## src/rtl/axis_frame_arbiter.sv

```systemverilog
// ---------------------------------------------------------------------------
// axis_frame_arbiter
//
// Purpose:
//   Two-input AXI-Stream frame arbiter feeding one shared output stream.
//   Whole frames are granted to one requester at a time (never interleaved).
//   A requester that wins arbitration owns the output until its tlast beat.
//   Ties are broken round-robin against the previous owner. Frames longer
//   than MAX_BEATS are cut: the MAX_BEATS-th beat is sent with tlast forced
//   high, and the remainder of the source frame is drained and discarded.
//
// Ports:
//   s_axis_aclk      : single clock, rising edge
//   s_axis_areset    : asynchronous, active-high reset
//   s0_axis_*        : requester 0 stream (tdata/tvalid/tlast in, tready out)
//   s1_axis_*        : requester 1 stream (tdata/tvalid/tlast in, tready out)
//   m_axis_*         : shared output stream (tdata/tvalid/tlast out, tready in)
//   grant            : one-hot current owner, bit0 = s0, bit1 = s1, 00 = none
//   status_frame_cnt0/1 : frames forwarded per source (wrapping)
//   status_trunc     : one-cycle pulse after a frame has been truncated
// ---------------------------------------------------------------------------
module axis_frame_arbiter #(
  parameter int DATA_WIDTH = 64,
  parameter int MAX_BEATS  = 256,
  parameter int CNT_WIDTH  = 16
) (
  input  logic                  s_axis_aclk,
  input  logic                  s_axis_areset,

  input  logic [DATA_WIDTH-1:0] s0_axis_tdata,
  input  logic                  s0_axis_tvalid,
  input  logic                  s0_axis_tlast,
  output logic                  s0_axis_tready,

  input  logic [DATA_WIDTH-1:0] s1_axis_tdata,
  input  logic                  s1_axis_tvalid,
  input  logic                  s1_axis_tlast,
  output logic                  s1_axis_tready,

  output logic [DATA_WIDTH-1:0] m_axis_tdata,
  output logic                  m_axis_tvalid,
  output logic                  m_axis_tlast,
  input  logic                  m_axis_tready,

  output logic [1:0]            grant,
  output logic [CNT_WIDTH-1:0]  status_frame_cnt0,
  output logic [CNT_WIDTH-1:0]  status_frame_cnt1,
  output logic                  status_trunc
);

  localparam int BEAT_W = $clog2(MAX_BEATS + 1);
  // Beat counter value while the MAX_BEATS-th beat of a frame is on the bus.
  localparam logic [BEAT_W-1:0] LAST_BEAT_IDX = BEAT_W'(MAX_BEATS - 1);

  typedef enum logic [1:0] {
    ST_IDLE  = 2'd0,
    ST_BUSY  = 2'd1,
    ST_DRAIN = 2'd2
  } state_t;

  // ---------------------------------------------------------------------
  // Registers and their next-state values
  // ---------------------------------------------------------------------
  state_t                r_state;
  state_t                w_state_next;
  logic [1:0]            r_grant;
  logic [1:0]            w_grant_next;
  // Previous owner: 0 = s0, 1 = s1.
  logic                  r_last_grant;
  logic                  w_last_grant_next;
  logic [BEAT_W-1:0]     r_beat_cnt;
  logic [BEAT_W-1:0]     w_beat_cnt_next;
  logic [CNT_WIDTH-1:0]  r_frame_cnt0;
  logic [CNT_WIDTH-1:0]  r_frame_cnt1;
  logic                  r_trunc;
  logic                  w_trunc_next;
  logic                  w_frame_done;

  // ---------------------------------------------------------------------
  // Granted-source view. Only meaningful outside IDLE, where r_grant is
  // one-hot; bit 1 alone therefore identifies the owner.
  // ---------------------------------------------------------------------
  logic                  w_owner_s1;
  logic [DATA_WIDTH-1:0] w_src_data;
  logic                  w_src_valid;
  logic                  w_src_last;
  logic                  w_at_max;
  logic                  w_sel_s1;

  assign w_owner_s1  = r_grant[1];
  assign w_src_data  = w_owner_s1 ? s1_axis_tdata  : s0_axis_tdata;
  assign w_src_valid = w_owner_s1 ? s1_axis_tvalid : s0_axis_tvalid;
  assign w_src_last  = w_owner_s1 ? s1_axis_tlast  : s0_axis_tlast;
  assign w_at_max    = (r_beat_cnt == LAST_BEAT_IDX);

  // IDLE selection: a lone requester wins; on a tie the requester that did
  // not own the previous frame wins.
  assign w_sel_s1 = s1_axis_tvalid & (~s0_axis_tvalid | ~r_last_grant);

  // Data path is a pure mux; tvalid gates its meaning.
  assign m_axis_tdata = w_src_data;

  // ---------------------------------------------------------------------
  // Next-state and output logic
  // ---------------------------------------------------------------------
  always_comb begin
    w_state_next      = r_state;
    w_grant_next      = r_grant;
    w_last_grant_next = r_last_grant;
    w_beat_cnt_next   = r_beat_cnt;
    w_trunc_next      = 1'b0;
    w_frame_done      = 1'b0;
    m_axis_tvalid     = 1'b0;
    m_axis_tlast      = 1'b0;
    s0_axis_tready    = 1'b0;
    s1_axis_tready    = 1'b0;

    unique case (r_state)
      ST_IDLE: begin
        // Arbitration bubble: nothing is accepted or presented this cycle.
        if (s0_axis_tvalid || s1_axis_tvalid) begin
          w_grant_next = w_sel_s1 ? 2'b10 : 2'b01;
          w_state_next = ST_BUSY;
        end
      end

      ST_BUSY: begin
        m_axis_tvalid  = w_src_valid;
        // Forced tlast on the final allowed beat closes the output frame
        // even though the source frame continues.
        m_axis_tlast   = w_src_last | w_at_max;
        s0_axis_tready = ~w_owner_s1 & m_axis_tready;
        s1_axis_tready =  w_owner_s1 & m_axis_tready;

        if (w_src_valid && m_axis_tready) begin
          if (w_src_last) begin
            w_state_next      = ST_IDLE;
            w_grant_next      = 2'b00;
            w_last_grant_next = w_owner_s1;
            w_beat_cnt_next   = '0;
            w_frame_done      = 1'b1;
          end else if (w_at_max) begin
            w_state_next      = ST_DRAIN;
            w_beat_cnt_next   = '0;
            w_trunc_next      = 1'b1;
            w_frame_done      = 1'b1;
          end else begin
            w_beat_cnt_next   = r_beat_cnt + BEAT_W'(1);
          end
        end
      end

      ST_DRAIN: begin
        // Swallow the rest of the truncated source frame; output stays idle.
        s0_axis_tready = ~w_owner_s1;
        s1_axis_tready =  w_owner_s1;
        if (w_src_valid && w_src_last) begin
          w_state_next      = ST_IDLE;
          w_grant_next      = 2'b00;
          w_last_grant_next = w_owner_s1;
        end
      end

      default: begin
        w_state_next = ST_IDLE;
        w_grant_next = 2'b00;
      end
    endcase
  end

  // ---------------------------------------------------------------------
  // State registers
  // ---------------------------------------------------------------------
  always_ff @(posedge s_axis_aclk or posedge s_axis_areset) begin
    if (s_axis_areset) begin
      r_state      <= ST_IDLE;
      r_grant      <= 2'b00;
      // Previous owner reads as s1 so that s0 wins the first tie.
      r_last_grant <= 1'b1;
      r_beat_cnt   <= '0;
      r_trunc      <= 1'b0;
    end else begin
      r_state      <= w_state_next;
      r_grant      <= w_grant_next;
      r_last_grant <= w_last_grant_next;
      r_beat_cnt   <= w_beat_cnt_next;
      r_trunc      <= w_trunc_next;
    end
  end

  // Frame counters wrap naturally at 2^CNT_WIDTH.
  always_ff @(posedge s_axis_aclk or posedge s_axis_areset) begin
    if (s_axis_areset) begin
      r_frame_cnt0 <= '0;
      r_frame_cnt1 <= '0;
    end else if (w_frame_done) begin
      if (w_owner_s1) begin
        r_frame_cnt1 <= r_frame_cnt1 + CNT_WIDTH'(1);
      end else begin
        r_frame_cnt0 <= r_frame_cnt0 + CNT_WIDTH'(1);
      end
    end
  end

  assign grant             = r_grant;
  assign status_frame_cnt0 = r_frame_cnt0;
  assign status_frame_cnt1 = r_frame_cnt1;
  assign status_trunc      = r_trunc;

endmodule

```

## config.mk

```make
export PLATFORM = sky130hd
export DESIGN_NAME = axis_frame_arbiter
export DESIGN_NICKNAME = d
export VERILOG_FILES = /design/src/rtl/axis_frame_arbiter.sv
export SDC_FILE = /design/constraint.sdc
export NUM_CORES = 1
export LEC_CHECK = 0
export ABC_AREA = 1
export BUFFER_PORTS_ARGS = -buffer_cell sky130_fd_sc_hd__buf_4
export CAP_MARGIN = 10
export CORE_MARGIN = 2
export CORE_UTILIZATION = 48
export CTS_BUF_LIST = sky130_fd_sc_hd__clkbuf_2
export CTS_CLUSTER_SIZE = 14
export DETAILED_ROUTE_END_ITERATION = 10
export PLACE_DENSITY = 0.95
export SYNTH_ARGS = -nofsm -noshare
export SYNTH_HDL_FRONTEND = slang
export SYNTH_SLANG_ARGS = --single-unit
```

## constraint.sdc

```tcl
create_clock -name s_axis_aclk -period 3.2 [get_ports s_axis_aclk]
set_input_delay 0.16 -clock s_axis_aclk [delete_from_list [all_inputs] [get_ports s_axis_aclk]]
set_output_delay 0.16 -clock s_axis_aclk [all_outputs]
set_load 0.1 [all_outputs]
```

# Word level (Yosys, flattened, before mapping)
# Index checks and enable logic that the tools add are counted.
# Widths: inputs -> output; s select.
dict set report op_classes {
  bitwise_logic 8
  add_sub_neg 3
  muxes 31
  eq_ne 8
  reduce_logical 11
}
# op n
set ops {}
lappend ops {{$mux 64} 1}
lappend ops {{$add 16x1->16 const B} 2}
lappend ops {{$mux 2} 9}
lappend ops {{$mux 9} 2}
lappend ops {{$mux 1} 14}
lappend ops {{$pmux 2 s3} 2}
lappend ops {{$reduce_and 4->1} 3}
lappend ops {{$add 9x1->9 const B} 1}
lappend ops {{$eq 9x8->1 const B} 1}
lappend ops {{$ne 2x2->1 const B} 4}
lappend ops {{$pmux 1 s2} 3}
lappend ops {{$reduce_and 2->1} 3}
lappend ops {{$and 1x1->1} 3}
lappend ops {{$ne 3x3->1 const B} 1}
lappend ops {{$not 1->1} 3}
lappend ops {{$eq 2x1->1 const B} 1}
lappend ops {{$eq 2x2->1 const B} 1}
lappend ops {{$logic_and 1x1->1} 2}
lappend ops {{$logic_not 2->1} 1}
lappend ops {{$or 1x1->1} 2}
lappend ops {{$reduce_bool 2->1} 1}
lappend ops {{$logic_or 1x1->1} 1}
dict set report word_totals {
  out_inout_bits 103
  elab_cells 68
  regBits 47
}

# Depth between registers and ports, before layout
dict set report depth {
  word_depth 6
  mapped_depth 11
}

# Worst setup path before layout
# Ideal clock, no wire load.
dict set report synth_timing {
  path_type {register to output}
  from {register r_beat_cnt[0]}
  to {output m_axis_tlast}
  path_stages_with_launch 8
  n_path_buf 0
  t_arrival_ns 2.206
  setup_slack_ns 0.834
  cell_sequence {dfrtp_1 ha_1 inv_1 nor2_4 nand3_4 nand2_4 inv_1 nor2_1}
}
dict set report synth_between {
  elab_chain_len 3
}
# item line_no
set synth_rtl {}
lappend synth_rtl {{start, declared} 71} ;# logic [BEAT_W-1:0] r_beat_cnt;
lappend synth_rtl {{start signal, assigned} 186} ;# r_beat_cnt <= w_beat_cnt_next;
lappend synth_rtl {{$eq 9x8->1} 94} ;# assign w_at_max = (r_beat_cnt == LAST_BEAT_IDX);
lappend synth_rtl {{$or 1x1->1} 131} ;# m_axis_tlast = w_src_last | w_at_max;
lappend synth_rtl {{$mux 1} 118} ;# unique case (r_state)
lappend synth_rtl {{end, declared} 42} ;# output logic m_axis_tlast,
# Every way passes these cells.

# Final worst setup path
dict set report layout_timing {
  from {register r_grant[1], in the netlist grant[1]}
  to {output m_axis_tlast}
}
dict set report layout_between {
  elab_chain_len 3
}
# item line_no
set layout_rtl {}
lappend layout_rtl {{start, declared} 66} ;# logic [1:0] r_grant;
lappend layout_rtl {{start signal, assigned} 184} ;# r_grant <= w_grant_next;
lappend layout_rtl {{$mux 1} 93} ;# assign w_src_last = w_owner_s1 ? s1_axis_tlast : s0_axis_tlast;
lappend layout_rtl {{$or 1x1->1} 131}
lappend layout_rtl {{$mux 1} 118}
# Every way passes these cells.

==> reports/metrics.csv <==
metric,value,unit
cts_tree,built,
yosysSeqAreaShare,32.1,%
internal-power,1.51,mW
cp_slowest_cell,buf_4,
power_switching,3.42,mW
finalInstanceArea,0.00553,sq mm
rsz0062_at_grt,no,
cts_root_buffer,clkbuf_2,
async_flop_share,100,%
clock_sinks,47,
clk_latency,0.42,ns
vias,4649,
finalCriticalPeriod,2.49,ns
crit_type,reg -> out,
hold_class,in -> reg,
drt_pass1_iterations,5,
status,"complete, no violations",
grt_max_degree,72,
min_path_cells,4,
dp_cells,906,
via_per_inst,5.06,
multi_input_area,0.00221,sq mm
die_x,91.5,um
drive_gt1_share,35.4,%
ys.flop_type,dfrtp_1,
yosysTopAreaCellShare,33.1,%
antenna_found_initial,3,
synthAdderAreaFrac,2.04,%
start_kind,register,
whs,0.0906,ns
setup-tns-final,0,ns
required,3.04,ns
grt_pass1_wl,22700,um
placed_area,0.00546,sq mm
final_common_cell,nand2_1,
yosysWarnings,0,
first_iter_violations,351,
wl,14800,um
worst_pin_slew,0.656,ns
path_cells,buf_4 -> nand2_1 -> nand2_2 -> inv_2 -> nand2_4 -> inv_1 -> nor2_1 -> buf_4,
rr_worst_depth,9,
endpoint_kind,output port,
drc,0,
layout_common_cells,"nand2_1 (324), buf_4 (241), dfrtp_1 (45), nor2_1 (39), inv_1 (30)",
n_fill_cell,587,
drv_slew,0,
combPwrFrac,78.9,%
placementRows,31,
overflow,0,
register_area,0.00118,sq mm
crit_arrival,2.33,ns
final-hold-violation-count,0,
die_h,91.5,um
synth_area,0.00367,sq mm
place.port_buffers,237,
cts_resized,0,
synth_edf_count,0,
relSlewSlack,56.3,%
avgSynthCellArea,6.22,sq um
setup_viol,0,
vdd_ir_drop_max,0.776,mV
pwr-share-clk,5.1,%
final_antenna_net_count,0,
yosysUniqueCellTypes,30,
final_cells,919,
max_cap_violations,0,
grt.total_usage,34.6,%
ys_top_cells_by_area,"nand2_1 (33%), dfrtp_1 (31%), nand2_2 (4.1%)",
power.density,892,mW/mm^2
fmax,401,MHz
clk_pin_slew,0.24,ns
synth_top_family_by_area,simple AND/OR/NAND/NOR gates,
cpMostUsedCell,buf_4,
syn_inst,590,
seqPwrFrac,16.0,%
cp_max_fo,71,
clockBufferDepth,2,
area_growth,50.5,%
power_leakage,3.10,nW
gp_congestion,0.994,
skew,0.0116,ns
start_util,50.1,%
switching_share,69.4,%
timing.final.crit_share,77.9,%
io_pins,238,
dpl.hpwl,12100,um
final_nets,957,
die_area,0.00837,sq mm
synthMuxAreaShare,0,%
post_drt_wl_per_cell,16.1,um
synth_compound_area_share,3.27,%
worst_path_largest_cell_delay,0.55,ns
htreeDepth,2,
synth_simple_gate_area_share,48.9,%
coreArea,0.00733,sq mm
synth_top_area_cell,nand2_1,
cts_buffers,5,
total_power,4.93,mW
synth_nets,731,
synth_xor_area_share,5.96,%
synth-seq-cells,47,
grt_pass1_vias,4371,
==> repair_timing <==
item,in CTS,in global routing
hold buffers,1,1
hold endpoints to repair,46,1
setup buffers,0,0
==> worst max-delay path: cells and delay by family (launching register included) <==
family | cells | cell delay (ns)
buffers and inverters | 4 | 0.98
DFF | 1 | 0.46
and+or+nand+nor | 4 | 0.44
==> cell usage after synthesis, types with 4 or more instances <==
master    count
nor2_1       39
nand3_1      23
buf_1         7
nand2_1     324
xor2_1        9
dfrtp_1      46
clkbuf_1      5
buf_6         6
ha_1          6
o21ai_0      16
a21oi_1       7
xnor2_1      16
inv_1        31
nand2_2      24
nand2_4       4
nor3_1        6
==> path summary, 6_finish.rpt <==
check	to	slack, ns	startpoint
max	m_axis_tlast	0.71	grant[1]
min	grant[0]	0.09	s1_axis_tvalid
max reg2reg	status_frame_cnt0[8]	0.75	grant[1]
min reg2reg	r_last_grant	0.49	r_last_grant
max in group asynchronous	grant[1]	2.39	s_axis_areset
min in group asynchronous	status_frame_cnt0[15]	0.40	s_axis_areset
==> per-stage QoR <==
stage          setup slack, ns  utilization [%]
2_1_floorplan            0.834                -
3_3_place_gp             0.967             74.4
3_5_place_dp             0.814             74.4
4_1_cts                  0.701             75.1
5_1_grt                  0.545             75.4
6_report                 0.708             75.4
==> power by group through the flow <==
stage	registers [mW]	clock network, mW	logic, mW
final	0.791	0.251	3.89
after floorplan	1.07	0	2.77
after detailed placement	0.802	0	3.87
after CTS	0.790	0.252	3.88
after global routing	0.805	0.271	4.05
after global placement	0.794	0	3.84
==> layer usage <==
metal | global-route usage [%] | up-vias | share of wire (%)
met1 | 39.2 | 2120 | 35
met5 | 0 | - | 0
met2 | 62.1 | 239 | 51
li1 | - | 2241 | -
met3 | 6.72 | 49 | 7.9
met4 | 16.2 | 0 | 5.6
==> layout make-up <==
type	count	share of cell area, %
antenna	3	0.136
clock buffer	6	0.543
clock inverter	2	0.226
inverter	34	2.45
multi-input combinational	485	40.0
sequential	47	21.3
tap	99	2.24
timing repair buffer	243	33.1
==> cells by family after synthesis <==
group                      Yosys count
AOI/OAI and AO/OA                   24
xor gates and xnor gates            25
adders and majority gates            6
buffers and inverters               58
DFF                                 47
and+or+nand+nor                    430
==> state kept, by name, indices dropped and copies added (netlist names) <==
| name | flops |
|---|---|
| status_frame_cnt1 | 16 |
| r_state | 2 |
| status_trunc | 1 |
| grant | 2 |
| r_last_grant | 1 |
| status_frame_cnt0 | 16 |
| r_beat_cnt | 9 |
Note: power is estimated with default switching activity, not from simulation.
